$ cat src/rtl/cpu_pkg.sv
// Shared decode-stage definitions: MIPS opcodes, instruction kinds and the
// encoder session state encoding.
package cpu_pkg;

  localparam logic [5:0] OP_RTYPE = 6'b000000;
  localparam logic [5:0] OP_ADDI  = 6'b001000;
  localparam logic [5:0] OP_LW    = 6'b100011;
  localparam logic [5:0] OP_SW    = 6'b101011;
  localparam logic [5:0] OP_BEQ   = 6'b000100;
  localparam logic [5:0] OP_J     = 6'b000010;

  typedef enum logic [2:0] {
    KIND_R    = 3'd0,
    KIND_ADDI = 3'd1,
    KIND_LW   = 3'd2,
    KIND_SW   = 3'd3,
    KIND_BEQ  = 3'd4,
    KIND_J    = 3'd5,
    KIND_ILL6 = 3'd6,
    KIND_ILL7 = 3'd7
  } kind_e;

  typedef enum logic [1:0] {
    ST_IDLE   = 2'd0,
    ST_ACCEPT = 2'd1,
    ST_WRITE  = 2'd2,
    ST_DONE   = 2'd3
  } enc_state_e;

endpackage

$ cat src/rtl/instr_pack.sv
// Combinational packer: instruction kind plus fields -> 32-bit MIPS word.
// Illegal kinds pack to 32'h0 (sll $0,$0,0, i.e. a nop).
module instr_pack
  import cpu_pkg::*;
(
  input  logic [2:0]  kind,
  input  logic [4:0]  rs,
  input  logic [4:0]  rt,
  input  logic [4:0]  rd,
  input  logic [5:0]  funct,
  input  logic [15:0] imm,
  input  logic [25:0] target,
  output logic [31:0] word
);

  always_comb begin
    word = 32'h0000_0000;
    case (kind_e'(kind))
      KIND_R:    word = {OP_RTYPE, rs, rt, rd, 5'b00000, funct};
      KIND_ADDI: word = {OP_ADDI, rs, rt, imm};
      KIND_LW:   word = {OP_LW, rs, rt, imm};
      KIND_SW:   word = {OP_SW, rs, rt, imm};
      KIND_BEQ:  word = {OP_BEQ, rs, rt, imm};
      KIND_J:    word = {OP_J, target};
      default:   word = 32'h0000_0000;
    endcase
  end

endmodule

$ cat src/rtl/instr_encoder.sv
// Loads encoded instructions into instruction memory, one session per start_i.
// Define INSTR_ENCODER_CHECK_EN to reject kinds 6/7 and flag them on error_o.
module instr_encoder
  import cpu_pkg::*;
#(
  parameter int ADDR_W  = 32,
  parameter int DEPTH   = 256,
  parameter int COUNT_W = 9
) (
  input  logic               clk_i,
  input  logic               rst_i,
  input  logic               start_i,
  input  logic [ADDR_W-1:0]  base_i,
  input  logic               valid_i,
  output logic               ready_o,
  input  logic               last_i,
  input  logic               stop_i,
  input  logic [2:0]         kind_i,
  input  logic [4:0]         rs_i,
  input  logic [4:0]         rt_i,
  input  logic [4:0]         rd_i,
  input  logic [5:0]         funct_i,
  input  logic [15:0]        imm_i,
  input  logic [25:0]        target_i,
  output logic               mem_we_o,
  output logic [ADDR_W-1:0]  mem_addr_o,
  output logic [31:0]        mem_data_o,
  input  logic               mem_ack_i,
  output logic               done_o,
  output logic [COUNT_W-1:0] count_o,
  output logic               error_o
);

  enc_state_e         state;
  logic               last_q;
  logic [31:0]        word;
  logic [COUNT_W-1:0] count_next;
  logic               kind_bad;

  instr_pack u_pack (
    .kind   (kind_i),
    .rs     (rs_i),
    .rt     (rt_i),
    .rd     (rd_i),
    .funct  (funct_i),
    .imm    (imm_i),
    .target (target_i),
    .word   (word)
  );

  assign count_next = count_o + 1'b1;

`ifdef INSTR_ENCODER_CHECK_EN
  logic error_q;
  assign kind_bad = (kind_i[2:1] == 2'b11);
  assign error_o  = error_q;
`else
  assign kind_bad = 1'b0;
  assign error_o  = 1'b0;
`endif

  // All outputs are registered; each is set on entry to the state that owns it.
  always_ff @(posedge clk_i or posedge rst_i) begin
    if (rst_i) begin
      state      <= ST_IDLE;
      ready_o    <= 1'b0;
      mem_we_o   <= 1'b0;
      done_o     <= 1'b0;
      mem_addr_o <= '0;
      mem_data_o <= '0;
      count_o    <= '0;
      last_q     <= 1'b0;
`ifdef INSTR_ENCODER_CHECK_EN
      error_q    <= 1'b0;
`endif
    end else begin
      done_o <= 1'b0;
      case (state)
        ST_IDLE: begin
          if (start_i) begin
            mem_addr_o <= base_i;
            count_o    <= '0;
`ifdef INSTR_ENCODER_CHECK_EN
            error_q    <= 1'b0;
`endif
            ready_o    <= 1'b1;
            state      <= ST_ACCEPT;
          end
        end
        ST_ACCEPT: begin
          if (valid_i) begin
            if (kind_bad) begin
`ifdef INSTR_ENCODER_CHECK_EN
              error_q <= 1'b1;
`endif
              if (last_i) begin
                ready_o <= 1'b0;
                done_o  <= 1'b1;
                state   <= ST_DONE;
              end
            end else begin
              mem_data_o <= word;
              last_q     <= last_i;
              ready_o    <= 1'b0;
              mem_we_o   <= 1'b1;
              state      <= ST_WRITE;
            end
          end else if (stop_i) begin
            ready_o <= 1'b0;
            done_o  <= 1'b1;
            state   <= ST_DONE;
          end
        end
        ST_WRITE: begin
          if (mem_ack_i) begin
            mem_we_o   <= 1'b0;
            mem_addr_o <= mem_addr_o + ADDR_W'(4);
            count_o    <= count_next;
            if (last_q || (count_next == COUNT_W'(DEPTH))) begin
              done_o <= 1'b1;
              state  <= ST_DONE;
            end else begin
              ready_o <= 1'b1;
              state   <= ST_ACCEPT;
            end
          end
        end
        ST_DONE: state <= ST_IDLE;
        default: state <= ST_IDLE;
      endcase
    end
  end

endmodule

$ cat config.mk
export PLATFORM = sky130hd
export DESIGN_NAME = instr_encoder
export DESIGN_NICKNAME = d
export VERILOG_FILES = /design/src/rtl/cpu_pkg.sv /design/src/rtl/instr_pack.sv /design/src/rtl/instr_encoder.sv
export SDC_FILE = /design/constraint.sdc
export NUM_CORES = 1
export LEC_CHECK = 0
export ABC_AREA = 1
export CORE_MARGIN = 2
export CORE_UTILIZATION = 23
export CTS_CLUSTER_DIAMETER = 80
export DETAILED_ROUTE_END_ITERATION = 12
export GPL_TIMING_DRIVEN = 1
export REMOVE_ABC_BUFFERS = 1
export SYNTH_ARGS = -nofsm -noshare
export SYNTH_HDL_FRONTEND = slang
export SYNTH_SLANG_ARGS = --single-unit
$ cat constraint.sdc
create_clock -name clk_i -period 3.35 [get_ports clk_i]
set_input_delay 1.005 -clock clk_i [delete_from_list [all_inputs] [get_ports clk_i]]
set_output_delay 1.005 -clock clk_i [all_outputs]
set_load 0.02 [all_outputs]
==> results.yml <==
run_status:
  status: "finished clean"
critical_path:
  endpoint_kind: "primary output"
  critical_path_class: "flop to primary output"
  crit_family: "buffers and inverters"
  path_cells: "clkdlybuf4s50_1"
  required_ns: 2.34
  cpMaxStageDelayCell: "clkdlybuf4s50_1"
  crit_buf_inv: 1
  cp_max_fo: 8
  critical_path.startpoint_type: "flop"
  max_stage_delay_ns: 0.68
  worstPathArrival_ns: 1.54
timing:
  fin_setup_tns_ns: 0
  finalCritPeriodShare_pct: 75.9
  clock.fmax_ghz: 0.393
  finalHoldViolCount: 0
  rsz0062_at_grt: "false"
  slew_headroom_pct: 59.6
  finalSetupViolCount: 0
  slew_viol_final: 0
  clock_skew_ns: 0.00676
  layout_setup_ws_ns: 0.809
  worstMarginPinSlew_ns: 0.606
  period_needed_ns: 2.54
final_layout:
  layout_commonest_cell: "clkdlybuf4s50_1"
  area_growth_pct: 51.3
  drive_gt1_share_pct: 5.88
  final_nets: 925
  num_antenna_cells: 0
  layout_common_cells: "179 x clkdlybuf4s50_1, 164 x nand2_1, 77 x dfrtp_1"
clock_network:
  postCtsHoldBufs: 0
  insertion_delay_ns: 0.35
  ctsLongestPathBuffers: 2
  htreeDepth: 3
  post_cts.repair.setup_buffers: 0
  cts_tree: "built"
  cts_root_buf: "clkbuf_16"
  post_cts_resized: 0
  cts_buffers: 9
  path_clk_slew_ns: 0.06
  clkSinkCount: 77
yosys:
  synthAdderAreaFrac_pct: 1.86
  synth_seq_area_share_pct: 40.9
  netlist_instances: 643
  synth_top_area_share_pct: 40.9
  synth_compound_area_share_pct: 17.8
  synth.area.mux_share_pct: 0
  async_reset_ff_share_pct: 100
  synth-seq-cells: 77
  ys_warn_count: 0
  synthesis.area_mm2: 0.00471
  synthFlopType: "dfrtp_1"
  synth_area_leaders: "dfrtp_1 41%, nand2_1 13%, o21ai_0 6.1%"
  synth_edf_count: 0
  synth_cell_type_count: 42
  yosys.area_share.simple_pct: 29.1
  synth_top_family_by_area: "simple AND/OR/NAND/NOR gates"
  synth-xor-area-share_pct: 1.68
  synth_top_area_cell: "dfrtp_1"
  synth.avg_cell_area_um2: 7.32
floorplan:
  boundaryPins: 182
  fp.dieH_um: 147
  rows: 52
  die_w_um: 147
  core_area_mm2: 0.0202
  die-area_mm2: 0.0216
  start_util_pct: 23.3
global_route:
  grt_antenna_before_repair: 1
  grt_pass1_wl_mm: 25.2
  grt_overflow: 0
  first_global_vias: 4860
  grt_max_degree: 58
  grt_use_total_pct: 14.7
place:
  gp_congestion: 0.832
  pre_cts_ws_ns: 0.547
  port_buffers: 179
  hpwlAfterDp_mm: 11.7
routing:
  ant_nets: 0
  routedWlPerCell_um: 14.3
  via_per_inst: 4.49
  drt_iter0_markers: 172
  first_pass_iters: 5
  wirelength_mm: 15.5
  drc: 0
  vias: 4879
power_and_ir_drop:
  cellPowerDensity_mw_per_mm2: 876
  ir_worst_vdd_uv: 323
  p_leak_nw: 3.10
min_path:
  hp-class: "flop to flop"
job:
  maxCapViolCount: 0
==> final timing paths <==
| check | cells after the start | start | to | slack (ns) |
|---|---|---|---|---|
| max | 1 | mem_addr_o[19]$_DFFE_PP0P_ | mem_addr_o[19] | 0.81 |
| min | 1 | mem_data_o[24]$_DFFE_PP0P_ | mem_data_o[24]$_DFFE_PP0P_ | 0.47 |
| max reg2reg | 12 | state[0]$_DFFE_PP0P_ | mem_addr_o[10]$_DFFE_PP0P_ | 1.24 |
| min reg2reg | 1 | mem_data_o[24]$_DFFE_PP0P_ | mem_data_o[24]$_DFFE_PP0P_ | 0.47 |
| max in group asynchronous | 3 | rst_i | mem_addr_o[19]$_DFFE_PP0P_ | 1.78 |
| min in group asynchronous | 2 | rst_i | mem_data_o[21]$_DFFE_PP0P_ | 0.98 |
==> synth_stat cells, types with 9 or more instances <==
master	instances
nand2_1	165
dfrtp_1	77
nor2_1	65
inv_1	60
o21ai_0	57
nand3_1	44
a21o_1	21
a21oi_1	19
clkbuf_1	16
a31oi_1	12
nand4_1	11
o22ai_1	9
==> logic make-up after synthesis <==
kind of cell | after synthesis
xor+xnor | 9
buf+inv | 94
simple gates | 315
flops | 77
other cells | 1
compound gates | 140
fa+ha+maj | 7
==> through the flow <==
stage,power [mW],cells,utilization [%],instance area (um^2),hold WS [ns]
global route,6.70,1087,35.3,7120,0.500
CTS,6.30,1087,35.3,7120,0.479
global placement,5.12,1072,33.7,6790,0.458
floorplan,3.57,614,-,4550,0.504
detailed placement,5.14,1072,33.7,6790,0.465
finish,6.24,1087,35.3,7120,0.474
==> area by class of cell <==
| type | count | area (um^2) |
|---|---|---|
| clock buffer | 12 | 267 |
| clock inverter | 3 | 67.6 |
| fill | 2107 | 13000 |
| inverter | 64 | 241 |
| multi-input combinational | 473 | 2380 |
| sequential | 77 | 1930 |
| tap | 270 | 338 |
| timing repair buffer | 188 | 1900 |
==> where the power goes <==
part           switching, mW  internal (mW)
registers              0.484           1.37
logic                   1.84           1.42
clock network          0.409          0.710
==> layer usage <==
layer	wire length, um	share of wire [%]	vias up	global-route usage (%)
met2	7310	47	179	24.6
li1	-	-	2460	-
met4	270	1.7	2	5.24
met5	11	0.071	-	0
met3	1340	8.6	15	4.72
met1	6580	42	2223	18.0
==> flip-flops by register name (all words and copies together) (netlist names) <==
signal      flops
count_o         9
done_o          1
last_q          1
mem_addr_o     32
mem_data_o     30
mem_we_o        1
ready_o         1
state           2
Note: power is estimated with default switching activity, not from simulation.
==> variant 1: new RTL, same flow settings <==
`DEPTH`: 256 -> 128.
--- a/src/rtl/instr_encoder.sv
+++ b/src/rtl/instr_encoder.sv
@@ -4,7 +4,7 @@
   import cpu_pkg::*;
 #(
   parameter int ADDR_W  = 32,
-  parameter int DEPTH   = 256,
+  parameter int DEPTH   = 128,
   parameter int COUNT_W = 9
 ) (
   input  logic               clk_i,
Behaviour: same outputs for any inputs over 10 cycles, from zero or initial values and one cycle with rst_i high; that may be too few to reach the edited logic, so the function may still have changed.
==> variant 1 against the unedited design <==
  * Area after synthesis up 0.93%
  * Power up 1.5%
  * Critical path type is now input pin to flop
  * Routed wire length up 3.5%
  * Setup slack worse by 0.061 ns
  * Sequential cell count unchanged
  * Core utilization up 0.060 points
  * Die area up 0.91%
  * Final area up 0.49%
==> variant 1: results (changes against the unedited design) <==
[synth]
synth_top_cells_by_count=nand2_1, dfrtp_1, o21ai_0
synth_cell_types=49  ; +17%
async_reset_ff_share_pct=100  ; unchanged
synth_area_leaders=dfrtp_1, nand2_1, o21ai_0
ys_warn_count=0  ; unchanged
synth_cells=635  ; -1.2%
seq_area_frac_synth_pct=40.6  ; -0.38 points

[cells_and_area]
fillers=2122  ; +0.71%
stdcell_area_um2=7160  ; +0.49%
drive_gt1_share_pct=6.54  ; +0.67 points
fin_nets=917  ; -0.86%

[setup_path]
r2r_setup_slack_ns=1.06  ; -0.18 ns
cp_max_fo=16  ; +8
reg2reg_depth=11  ; -1
crit_arrival_ns=2.84  ; +1.30 ns

[power]
p_comb_w=0.00336  ; +3%
p_leak_nw=3.11  ; +0.32%
swShare_pct=45.1  ; +1.3 points
ir_worst_vdd_mv=0.312  ; -3.3%

[grt]
antenna_found_initial=1  ; unchanged
track_usage_pct=15.0  ; +0.28 points
grt_pass1_vias=4880  ; +0.41%
grt_max_degree=50  ; -14%
grt_pass1_wl_mm=25.9  ; +2.8%

[worst_hold_path]
whs_path_depth=2  ; +1
min_from=ready_o
min_to=ready_o

[detailed_routing]
first_pass_iters=5  ; unchanged
vias_per_cell=4.62  ; +3.0%
drtIter0Drc=301  ; +75%
wl_mm=16.0  ; +3.5%
via_count=4994  ; +2.4%

[placed_design]
io_buffer_count=179  ; unchanged
place_ws_ns=0.397  ; -0.150 ns
dpl-instance-area_um2=6820  ; +0.53%
dp.cells=1064  ; -0.75%
place_hpwl_mm=12.1  ; +3.4%
gp_congestion=0.865  ; +4.0%

[timing]
finClkSkew_ns=0.00900  ; +0.00224 ns
slew-limit-headroom_pct=54.1  ; -5.5 points

[clocking]
clk_latency_ns=0.34
cts_setup_buffers=0  ; unchanged

[run_status]
status=finished, final reports clean

variant 1: worst max-delay path, cell delays in order:
cell	delay, ns
clkdlybuf4s50_1	0.44
inv_1	0.27
nor3_1	0.08
inv_1	0.08
nand3b_1	0.48
nand2_1	0.21
a31oi_1	0.10
a21o_1	0.18
variant 1: layout make-up:
type                    count  area (um^2)  share of cell area (%)
multi-input cells         467         2450                    34.2
flip-flops and latches     77         1930                    26.9
repair buffers            186         1870                    26.1
well taps                 270          338                    4.72
inverters                  64          241                    3.37
clock buffers              10          239                    3.34
clock inverters             6         93.8                    1.31
variant 1: stage by stage:
stage / hold slack (ns) / total power, W
finish: 0.476 / 0.00633
global route: 0.506 / 0.00682
CTS: 0.479 / 0.00640
detailed placement: 0.461 / 0.00524
global placement: 0.459 / 0.00522
floorplan: 0.504 / 0.00367
variant 1: cell families after synthesis:
| logic type | Yosys count | synth area share [%] |
|---|---|---|
| buf+inv | 92 | 8.06 |
| other cells | 1 | 0.0790 |
| compound gates | 156 | 19.4 |
| xor+xnor | 4 | 0.738 |
| fa+ha+maj | 7 | 1.84 |
| simple gates | 298 | 29.3 |
| flops | 77 | 40.6 |
variant 1: worst max path at each step:
stage	from	end	slack, ns	cells after the start
after global routing	kind_i[2]	mem_data_o[10]	0.55	7
after CTS	kind_i[2]	mem_data_o[3]	0.77	8
after floorplan	state[0]	mem_addr_o[10]	0.37	11
after global placement	kind_i[2]	mem_data_o[5]	0.43	8
final	kind_i[2]	mem_data_o[3]	0.75	8
after detailed placement	kind_i[2]	mem_data_o[3]	0.40	8
variant 1: per-layer routing:
metal	track usage (%)	wire [um]
met1	19.2	6990
met2	23.4	7230
met3	6.23	1640
met4	4.04	176
met5	0	7
==> variant 2: new RTL, config.mk and constraints unchanged <==
Made on the original files. Encoding of `enc_state_e`: now one-hot (4 bits for 4 states).
--- a/src/rtl/cpu_pkg.sv
+++ b/src/rtl/cpu_pkg.sv
@@ -20,11 +20,11 @@
     KIND_ILL7 = 3'd7
   } kind_e;
 
-  typedef enum logic [1:0] {
-    ST_IDLE   = 2'd0,
-    ST_ACCEPT = 2'd1,
-    ST_WRITE  = 2'd2,
-    ST_DONE   = 2'd3
+  typedef enum logic [3:0] {
+    ST_IDLE   = 4'b0001,
+    ST_ACCEPT = 4'b0010,
+    ST_WRITE  = 4'b0100,
+    ST_DONE   = 4'b1000
   } enc_state_e;
 
 endpackage
Behaviour: same outputs for any inputs over 10 cycles, from zero or initial values and one cycle with rst_i high; not proved beyond that.
==> variant 2 against the unedited design <==
  * Setup slack better by 0.039 ns
  * Clock skew hardly changed
  * Power is 11% lower
  * Area after synthesis hardly changed
  * Sequential cell count is 2 higher
  * Final area is 0.81% lower
  * Routed wire length is 1.9% higher
  * Non-clock buffer count is 2 lower
  * Critical endpoint unchanged
  * Largest power group unchanged
==> variant 2: results (changes against the unedited design) <==
[clocking]
clk_latency_ns=0.34
clk_pin_slew_worst_paths_ns=0.06  ; about the same
cts_resized=0  ; unchanged
cts_setup_buffers=0  ; unchanged
root_buffer=clkbuf_16
htree_levels=3  ; unchanged
clockBufferDepth=2  ; unchanged
cts_buffers=9  ; unchanged

[setup_path]
cp_max_fo=6  ; -2
startpoint_type=flop
r2r_setup_slack_ns=1.23
critPathSlowestCell=clkdlybuf4s50_1
slowest_delay_ns=0.66  ; -0.02 ns
path_delay_family=buffers and inverters

[cells_and_area]
reg_top3=mem_addr_o (32), mem_data_o (30), count_o (9)
fin_nets=909  ; -1.7%
fillers=2170  ; +3.0%
drive_gt1_share_pct=6.94  ; +1.1 points
final_core_util_pct=35.0  ; -0.29 points
antennaDiodeCount=0  ; unchanged

[grt]
grt_pass1_vias=4660  ; -4.1%
antenna_found_initial=0  ; -1
globalRouteMet1Util_pct=18.9  ; +0.92 points
use_met3_pct=4.88  ; +0.16 points
track_usage_pct=14.8  ; +0.080 points
grt_max_degree=47  ; -19%
use_met2_pct=23.5  ; -1.1 points
grt_pass1_wl_mm=25.0  ; -0.65%

[power]
ir_worst_vdd_mv=0.324  ; +0.39%
swShare_pct=43.6  ; -0.18 points
p_leak_nw=3.11  ; +0.35%

[run_status]
status=finished, final reports clean

[synth]
async_reset_ff_share_pct=100  ; unchanged
synth_area_leaders=dfrtp_1, nand2_1, o21ai_0
seq_area_frac_synth_pct=42.0  ; +1.1 points
ys_warn_count=0  ; unchanged
synth_cell_types=49  ; +17%
ys.flop_type=dfrtp_1
synth_top_cells_by_count=nand2_1, dfrtp_1, nor2_1

[placed_design]
io_buffer_count=179  ; unchanged
place_hpwl_mm=12.1  ; +3.3%
gp_congestion=0.823  ; -1.1%
dpl-instance-area_um2=6780  ; -0.15%

[timing]
tightestPinTransition_ns=0.668  ; +0.0623 ns
finClkSkew_ns=0.00636  ; -0.000399 ns

[detailed_routing]
drc_errors=0  ; unchanged
via_count=4858  ; -0.43%
wl_mm=15.8  ; +1.9%
drtIter0Drc=203  ; +18%
first_pass_iters=4  ; -1

[worst_hold_path]
hold_path.class=flop to flop

## variant 2: cell types whose count changed in the layout (fill, tap and decap cells not counted), moves of 8 or more
cell,unedited run,this run
nand3_1,44,28
a21o_1,21,13
inv_1,59,51
o21ai_0,57,47
nand2_1,164,176
a22oi_1,5,16
## variant 2: power groups by stage
stage	registers [W]	clock network, W	logic [W]
floorplan	0.00214	0	0.00113
global placement	0.00180	0	0.00283
detailed placement	0.00180	0	0.00285
CTS	0.00179	0.000993	0.00287
global route	0.00186	0.00103	0.00312
finish	0.00179	0.000957	0.00283
## variant 2: through the flow
| stage | std cells | hold slack, ns | setup slack (ns) | total power (W) |
|---|---|---|---|---|
| 2_1_floorplan | 605 | 0.504 | 0.323 | 0.00327 |
| 3_3_place_gp | 1061 | 0.456 | 0.503 | 0.00463 |
| 3_5_place_dp | 1061 | 0.464 | 0.510 | 0.00465 |
| 4_1_cts | 1077 | 0.478 | 0.826 | 0.00565 |
| 5_1_grt | 1077 | 0.493 | 0.695 | 0.00600 |
| 6_report | 1077 | 0.475 | 0.848 | 0.00557 |
## variant 2: cells by family (layout without fill, tap and decap cells)
family          count (synthesis)  count (layout)  share of synthesized area [%]
flops                          79              79                           42.0
compound gates                135             135                           17.0
fa+ha+maj                       2               2                          0.532
buf+inv                        87             262                           8.16
xor+xnor                        4               4                          0.744
other cells                     1               2                         0.0797
simple gates                  323             323                           31.4
## variant 2: final timing paths
check | startpoint | endpoint | cells past startpoint
max | mem_addr_o[19] | mem_addr_o[19] | 1
max in group asynchronous | rst_i | mem_addr_o[26] | 3
max reg2reg | state[0] | mem_addr_o[20] | 9
min | mem_data_o[15] | mem_data_o[15] | 1
min in group asynchronous | rst_i | mem_data_o[13] | 2
min reg2reg | mem_data_o[15] | mem_data_o[15] | 1
## variant 2: final cells by class
class                   instances  area share [%]
clock inverters                 4           0.425
clock buffers                  12            3.63
inverters                      60            3.24
repair buffers                186            26.6
flip-flops and latches         79            28.0
well taps                     270            4.78
multi-input cells             466            33.3
## variant 2: layer usage
metal | routed length (um) | vias to the layer above
met5 | 0 | -
met4 | 291 | 0
met3 | 1610 | 16
met2 | 7030 | 202
met1 | 6880 | 2202
li1 | - | 2438
